`src/rtl/z80_regfile_gen_if.sv`:
```
// Point-to-point port bundle between the decoder/sequencer (master) and the
// Z80-style register file (slave).
interface z80_regfile_gen_if #(
    parameter int DATA_W   = 8,
    parameter int NUM_REGS = 8
);
    localparam int SEL_W  = $clog2(NUM_REGS);
    localparam int PSEL_W = $clog2(NUM_REGS / 2);

    // No valid/ready: every strobe (wr_en, pw_en, op, ex_af, exx) is a
    // single-cycle command sampled at the rising edge; reads are always valid.
    logic [SEL_W-1:0]    rd_a_sel;
    logic [SEL_W-1:0]    rd_b_sel;
    logic [DATA_W-1:0]   rd_a_data;
    logic [DATA_W-1:0]   rd_b_data;
    logic                wr_en;
    logic [SEL_W-1:0]    wr_sel;
    logic [DATA_W-1:0]   wr_data;
    logic [PSEL_W-1:0]   pr_sel;
    logic [2*DATA_W-1:0] pr_data;
    logic                pw_en;
    logic [PSEL_W-1:0]   pw_sel;
    logic [2*DATA_W-1:0] pw_data;
    logic [1:0]          op;
    logic [PSEL_W-1:0]   op_sel;
    logic                ex_af;
    logic                exx;
    logic                op_zero;
    logic                af_bank;
    logic                main_bank;

    modport master (
        output rd_a_sel, rd_b_sel, wr_en, wr_sel, wr_data, pr_sel,
               pw_en, pw_sel, pw_data, op, op_sel, ex_af, exx,
        input  rd_a_data, rd_b_data, pr_data, op_zero, af_bank, main_bank
    );

    modport slave (
        input  rd_a_sel, rd_b_sel, wr_en, wr_sel, wr_data, pr_sel,
               pw_en, pw_sel, pw_data, op, op_sel, ex_af, exx,
        output rd_a_data, rd_b_data, pr_data, op_zero, af_bank, main_bank
    );
endinterface

```
`src/rtl/z80_regfile_gen.sv`:
```
// Z80-style register file: two byte read ports, byte and pair write ports,
// pair inc/dec unit and optional AF / main shadow banks.
module z80_regfile_gen #(
    parameter int DATA_W   = 8,
    parameter int NUM_REGS = 8,
    parameter int ALT_BANK = 1
) (
    input logic              clk,
    input logic              reset,
    z80_regfile_gen_if.slave bus
);
    localparam int SEL_W  = $clog2(NUM_REGS);
    localparam int PSEL_W = $clog2(NUM_REGS / 2);
    localparam int NPAIR  = NUM_REGS / 2;
    localparam int PAIR_W = 2 * DATA_W;

    logic [DATA_W-1:0] mem [2][NUM_REGS];
    logic [DATA_W-1:0] cur [NUM_REGS];
    logic [DATA_W-1:0] nxt [NUM_REGS];
    logic              we  [NUM_REGS];
    logic              bsel[NUM_REGS];
    logic              af_bank_q;
    logic              main_bank_q;
    logic              op_zero_q;
    logic              op_act;
    logic [PAIR_W-1:0] op_cur;
    logic [PAIR_W-1:0] op_res;
    logic              rd_a_ok, rd_b_ok, wr_ok, pr_ok, pw_ok, op_ok;

    // Bank 1 is only ever addressed when a flag is set; with ALT_BANK=0 the
    // flags are constant 0, so bank 1 is never written and collapses away.
    always_comb begin
        for (int r = 0; r < NUM_REGS; r++) begin
            bsel[r] = (r < 2) ? af_bank_q : main_bank_q;
            cur[r]  = bsel[r] ? mem[1][r] : mem[0][r];
        end
    end

    assign rd_a_ok = 32'(bus.rd_a_sel) < NUM_REGS;
    assign rd_b_ok = 32'(bus.rd_b_sel) < NUM_REGS;
    assign wr_ok   = 32'(bus.wr_sel) < NUM_REGS;
    assign pr_ok   = 32'(bus.pr_sel) < NPAIR;
    assign pw_ok   = 32'(bus.pw_sel) < NPAIR;
    assign op_ok   = 32'(bus.op_sel) < NPAIR;

    assign bus.rd_a_data = rd_a_ok ? cur[bus.rd_a_sel] : '0;
    assign bus.rd_b_data = rd_b_ok ? cur[bus.rd_b_sel] : '0;
    assign bus.pr_data   = pr_ok ? {cur[{bus.pr_sel, 1'b0}], cur[{bus.pr_sel, 1'b1}]} : '0;

    assign op_act = ((bus.op == 2'b01) || (bus.op == 2'b10)) && op_ok;
    assign op_cur = op_ok ? {cur[{bus.op_sel, 1'b0}], cur[{bus.op_sel, 1'b1}]} : '0;
    assign op_res = (bus.op == 2'b01) ? op_cur + PAIR_W'(1) : op_cur - PAIR_W'(1);

    // Per-byte arbitration: later assignments win, so pw > op > wr.
    always_comb begin
        for (int r = 0; r < NUM_REGS; r++) begin
            nxt[r] = cur[r];
            we[r]  = 1'b0;
            if (bus.wr_en && wr_ok && (bus.wr_sel == SEL_W'(r))) begin
                nxt[r] = bus.wr_data;
                we[r]  = 1'b1;
            end
            if (op_act && (bus.op_sel == PSEL_W'(r / 2))) begin
                nxt[r] = (r % 2 == 0) ? op_res[PAIR_W-1:DATA_W] : op_res[DATA_W-1:0];
                we[r]  = 1'b1;
            end
            if (bus.pw_en && pw_ok && (bus.pw_sel == PSEL_W'(r / 2))) begin
                nxt[r] = (r % 2 == 0) ? bus.pw_data[PAIR_W-1:DATA_W] : bus.pw_data[DATA_W-1:0];
                we[r]  = 1'b1;
            end
        end
    end

    // Writes use the pre-toggle bank mapping held in bsel.
    always_ff @(posedge clk or negedge reset) begin
        if (!reset) begin
            for (int b = 0; b < 2; b++)
                for (int r = 0; r < NUM_REGS; r++)
                    mem[b][r] <= '0;
            af_bank_q   <= 1'b0;
            main_bank_q <= 1'b0;
            op_zero_q   <= 1'b0;
        end else begin
            for (int r = 0; r < NUM_REGS; r++)
                if (we[r]) mem[bsel[r]][r] <= nxt[r];
            af_bank_q   <= (ALT_BANK != 0) && (af_bank_q ^ bus.ex_af);
            main_bank_q <= (ALT_BANK != 0) && (main_bank_q ^ bus.exx);
            if (op_act) op_zero_q <= (op_res == '0);
        end
    end

    assign bus.op_zero   = op_zero_q;
    assign bus.af_bank   = af_bank_q;
    assign bus.main_bank = main_bank_q;
endmodule

```
`src/flat_wrapper.sv`:
```
// flat-port wrapper written by rule: the top's interface ports become plain ports
module z80_regfile_gen_flat 
#(
    parameter int DATA_W   = 8,
    parameter int NUM_REGS = 8,
    parameter int ALT_BANK = 1
)
  (clk, reset, bus_rd_a_sel, bus_rd_b_sel, bus_wr_en, bus_wr_sel, bus_wr_data, bus_pr_sel, bus_pw_en, bus_pw_sel, bus_pw_data, bus_op, bus_op_sel, bus_ex_af, bus_exx, bus_rd_a_data, bus_rd_b_data, bus_pr_data, bus_op_zero, bus_af_bank, bus_main_bank);
  z80_regfile_gen_if #(.DATA_W(DATA_W), .NUM_REGS(NUM_REGS)) bus_i ();
  input logic clk;
  input logic reset;
  input wire logic [$bits(bus_i.rd_a_sel)-1:0] bus_rd_a_sel;
  input wire logic [$bits(bus_i.rd_b_sel)-1:0] bus_rd_b_sel;
  input wire logic [$bits(bus_i.wr_en)-1:0] bus_wr_en;
  input wire logic [$bits(bus_i.wr_sel)-1:0] bus_wr_sel;
  input wire logic [$bits(bus_i.wr_data)-1:0] bus_wr_data;
  input wire logic [$bits(bus_i.pr_sel)-1:0] bus_pr_sel;
  input wire logic [$bits(bus_i.pw_en)-1:0] bus_pw_en;
  input wire logic [$bits(bus_i.pw_sel)-1:0] bus_pw_sel;
  input wire logic [$bits(bus_i.pw_data)-1:0] bus_pw_data;
  input wire logic [$bits(bus_i.op)-1:0] bus_op;
  input wire logic [$bits(bus_i.op_sel)-1:0] bus_op_sel;
  input wire logic [$bits(bus_i.ex_af)-1:0] bus_ex_af;
  input wire logic [$bits(bus_i.exx)-1:0] bus_exx;
  output wire logic [$bits(bus_i.rd_a_data)-1:0] bus_rd_a_data;
  output wire logic [$bits(bus_i.rd_b_data)-1:0] bus_rd_b_data;
  output wire logic [$bits(bus_i.pr_data)-1:0] bus_pr_data;
  output wire logic [$bits(bus_i.op_zero)-1:0] bus_op_zero;
  output wire logic [$bits(bus_i.af_bank)-1:0] bus_af_bank;
  output wire logic [$bits(bus_i.main_bank)-1:0] bus_main_bank;
  assign bus_i.rd_a_sel = bus_rd_a_sel;
  assign bus_i.rd_b_sel = bus_rd_b_sel;
  assign bus_i.wr_en = bus_wr_en;
  assign bus_i.wr_sel = bus_wr_sel;
  assign bus_i.wr_data = bus_wr_data;
  assign bus_i.pr_sel = bus_pr_sel;
  assign bus_i.pw_en = bus_pw_en;
  assign bus_i.pw_sel = bus_pw_sel;
  assign bus_i.pw_data = bus_pw_data;
  assign bus_i.op = bus_op;
  assign bus_i.op_sel = bus_op_sel;
  assign bus_i.ex_af = bus_ex_af;
  assign bus_i.exx = bus_exx;
  assign bus_rd_a_data = bus_i.rd_a_data;
  assign bus_rd_b_data = bus_i.rd_b_data;
  assign bus_pr_data = bus_i.pr_data;
  assign bus_op_zero = bus_i.op_zero;
  assign bus_af_bank = bus_i.af_bank;
  assign bus_main_bank = bus_i.main_bank;
  z80_regfile_gen #(.DATA_W(DATA_W), .NUM_REGS(NUM_REGS), .ALT_BANK(ALT_BANK)) u_core (.clk(clk), .reset(reset), .bus(bus_i));
endmodule
```
`config.mk`:
```
export PLATFORM = sky130hd
export DESIGN_NAME = z80_regfile_gen_flat
export DESIGN_NICKNAME = d
export VERILOG_FILES = /design/src/rtl/z80_regfile_gen_if.sv /design/src/rtl/z80_regfile_gen.sv /design/src/flat_wrapper.sv
export SDC_FILE = /design/constraint.sdc
export NUM_CORES = 1
export LEC_CHECK = 0
export CAP_MARGIN = 15
export CORE_ASPECT_RATIO = 1.75
export CORE_MARGIN = 2
export CORE_UTILIZATION = 40
export DETAILED_ROUTE_END_ITERATION = 16
export GPL_TIMING_DRIVEN = 1
export HOLD_SLACK_MARGIN = 0.12
export PLACE_DENSITY = 0.61
export SLEW_MARGIN = 10
export SYNTH_ARGS = -nofsm -noshare
export SYNTH_HDL_FRONTEND = slang
export SYNTH_SLANG_ARGS = --single-unit
export TNS_END_PERCENT = 30
```
`constraint.sdc`:
```
create_clock -name clk -period 8.75 [get_ports clk]
set_clock_uncertainty 0.2 [all_clocks]
set_input_delay 1.75 -clock clk [delete_from_list [all_inputs] [get_ports clk]]
set_output_delay 1.75 -clock clk [all_outputs]
set_load 0.01 [all_outputs]
```
==> flow_metrics.py <==
metrics = {
    "die": {
        "io-pin-count": 82,
        "start_util_pct": 40.81,
        "core_area_sq_um": 25340,
        "die-area_sq_um": 27200,
        "die_h_um": 216.7,
        "die_w_um": 125.5,
        "rows": 77,
    },
    "yosys": {
        "synth_edf_count": 0,
        "synth_cell_types": 67,
        "yosysTopAreaCell": "dfrtp_1",
        "synth_nets": 1311,
        "yosysSeqAreaShare_pct": 31.70,
        "yosysWarnings": 0,
        "synthFlopType": "dfrtp_1",
        "synthArstFlopShare_pct": 100.0,
        "yosysTopAreaCellShare_pct": 31.70,
        "synth_cells": 1247,
        "yosys_register_bits": 131,
        "syn_area_per_cell_sq_um": 8.292,
        "synthTopCellsByArea": "dfrtp_1 (32%), o21ai_0 (9.1%), nand2_1 (8.3%)",
        "syn_area_sq_um": 10340,
    },
    "hold_path": {
        "hold_class": "register to register",
    },
    "clock_network": {
        "clock-sinks": 131,
        "cts_root_buffer": "clkbuf_16",
        "cts_tree": "done",
        "cts-hold-fix-buffers": 0,
        "cts_max_level": 4,
        "post_cts_buffers": 0,
        "clkLatencyLatePin_ns": 0.47,
        "cts_resized": 0,
        "cts-buffers-inserted": 17,
        "clk_pin_slew_worst_paths_ns": 0.06,
        "clockBufferDepth": 2,
    },
    "global_route": {
        "antenna_found_initial": 0,
        "grt_start_max_net_pins": 67,
        "overflow": 0,
        "grt_pass1_wl_mm": 60.06,
        "grt_pass1_vias": 9665,
        "track_usage_pct": 29.74,
    },
    "placed_design": {
        "port_buffers": 81,
        "gp_congestion": 0.9799,
        "hpwl_mm": 29.77,
    },
    "critical_path": {
        "cpLargestDelayFamily": "buffers and inverters",
        "path_buf_inv": 2,
        "crit_chain": "clkdlybuf4s50_1, mux4_2, a21oi_1, clkdlybuf4s50_1",
        "cp-end-kind": "output port",
        "worst_ep_arrival_time_ns": 4.30,
        "cp.required_ns": 6.80,
        "path_max_fanout": 19,
        "critPathLaunchType": "input port",
        "worstSetupPathType": "input port to output port",
        "crit_slowest_cell": "clkdlybuf4s50_1",
        "crit_path_frequent_cell": "clkdlybuf4s50_1",
        "slowest_delay_ns": 1.16,
    },
    "sta": {
        "drv_slew": 0,
        "final_hold_viol_count": 0,
        "maxSlewHeadroom_pct": 16.09,
        "rsz0062_at_grt": "no",
        "hold_slack_ns": 0.2740,
        "post-route-period-util_pct": 71.44,
        "tightest_slew_ns": 1.251,
        "report.final.setup_viol": 0,
        "fmax_ghz": 0.1600,
        "tns_ns": 0,
        "period_needed_ns": 6.251,
    },
    "drt": {
        "vias": 10124,
        "routedWlPerCell_um": 25.55,
        "totalWireLength_mm": 40.50,
        "drt_iter0_markers": 987,
        "dr.pass1.iters": 6,
        "ant_nets": 0,
        "drc_errors": 0,
        "via_per_inst": 6.387,
    },
    "outcome": {
        "status": "finished clean",
    },
    "cells_and_area": {
        "drive_above_1_share_pct": 11.19,
        "n_antenna_cell": 0,
        "syn2layout_area_growth_pct": 14.71,
        "layout.nets": 1320,
        "nFillCells": 2492,
    },
    "power": {
        "power.leakage_nw": 5.040,
        "max-vdd-ir-drop_mv": 0.1668,
        "powerDensity_nw_per_um2": 383.8,
    },
    "run": {
        "maxCapViolCount": 0,
    },
}
[worst paths after layout]
| path | from | end | slack, ns | depth (start not counted) |
|---|---|---|---|---|
| max in group asynchronous | reset | u_core.bus.main_bank | 5.83 | 2 |
| worst min-delay path | u_core.mem[73] | u_core.mem[73] | 0.27 | 2 |
| worst max register to register | u_core.bus.main_bank | u_core.mem[108] | 3.12 | 12 |
| worst min register to register | u_core.mem[73] | u_core.mem[73] | 0.27 | 2 |
| worst max-delay path | bus_rd_a_sel[1] | bus_rd_a_data[0] | 2.50 | 4 |
| min in group asynchronous | reset | u_core.mem[65] | 1.07 | 1 |
[routing by layer]
metal	share of wire (%)	up-vias	wire length, um	GRT usage (%)
met1	37	4850	15120	34.38
met3	6.6	136	2692	4.666
met4	7.5	0	3032	21.00
li1	-	4644	-	-
met5	0	-	0	0
met2	49	494	19650	49.91
[report_power, final]
group          leakage [nW]  switching [mW]  total [mW]  internal, mW
sequential             1.67           0.196        1.08         0.883
combinational          3.09            1.65        2.71          1.06
clock                 0.286           0.314       0.765         0.451
total                  5.04            2.16        4.55          2.39
[synthesized netlist by cell type, types with 2 or more instances]
cell type    n
a211oi_1    24
a21o_1       5
a21oi_1     50
a21oi_2      4
a22o_1       8
and2_1       3
and3_1       4
buf_1       24
buf_2       12
clkbuf_1    70
dfrtp_1    131
ha_1        16
inv_1        5
mux2_2      40
mux2i_1     60
mux4_2      33
nand2_1    229
nand2b_1    19
nand3_1     21
nand3b_1     3
nand4_1      4
nand4b_1     3
nand4bb_1    2
nor2_1      83
nor3_1      14
nor3b_1      2
nor4_1       2
o2111ai_1    2
o211ai_1    79
o21a_1       6
o21ai_0    187
o221ai_1     2
o22ai_1      4
o31ai_1     53
or2_2        2
or3_1        3
xnor2_1      2
xor2_1       7
[final cells by class]
type	instances	area, sq um	area share, %
Multi-Input combinational cell	1004	6638	55.96
Sequential cell	131	3282	27.67
Timing Repair Buffer	97	922.1	7.774
Clock buffer	18	429.2	3.618
Tap cell	316	395.4	3.333
Clock inverter	14	176.4	1.487
Inverter	5	18.77	0.1582
[through the flow]
step | instances | util (%) | power [mW] | cell area (sq um) | worst slack [ns]
5_1_grt | 1585 | 46.81 | 4.795 | 11860 | 2.361
3_3_place_gp | 1553 | 44.42 | 3.689 | 11260 | 2.413
4_1_cts | 1585 | 46.81 | 4.494 | 11860 | 2.494
6_report | 1585 | 46.81 | 4.553 | 11860 | 2.499
3_5_place_dp | 1553 | 44.42 | 3.725 | 11260 | 2.356
2_1_floorplan | 1247 | - | 2.785 | 10340 | 3.587
[cells by family after synthesis]
group	synth area share (%)
simple gates	16.92
mux	17.35
buf+inv	4.247
flops	31.70
xor+xnor	0.7624
fa+ha+maj	2.130
compound gates	26.89
[tightest hold or removal path, stage by stage, from the launching register on]
cell     delay (ns)
dfrtp_1        0.34
nand2_1        0.05
o31ai_1        0.05
[sequential cells by signal, indices dropped and copies added, names as in the netlist]
signal                count
u_core.bus.af_bank        1
u_core.bus.main_bank      1
u_core.bus.op_zero        1
u_core.mem              128
[layout by cell type (no fill, tap or decap), types with 5 or more instances in the layout]
| master | n |
|---|---|
| nand2_1 | 229 |
| o21ai_0 | 187 |
| dfrtp_1 | 130 |
| nor2_1 | 83 |
| o211ai_1 | 79 |
| clkdlybuf4s50_1 | 78 |
| mux2i_1 | 60 |
| o31ai_1 | 53 |
| a21oi_1 | 50 |
| mux2_2 | 40 |
| mux4_2 | 33 |
| a211oi_1 | 24 |
| nand3_1 | 21 |
| nand2b_1 | 19 |
| clkbuf_16 | 17 |
| ha_1 | 16 |
| buf_4 | 16 |
| nor3_1 | 12 |
| a22o_1 | 8 |
| xor2_1 | 7 |
| o21a_1 | 6 |
| inv_1 | 5 |
| a21o_1 | 5 |
Power figures use the tool's default switching activity.
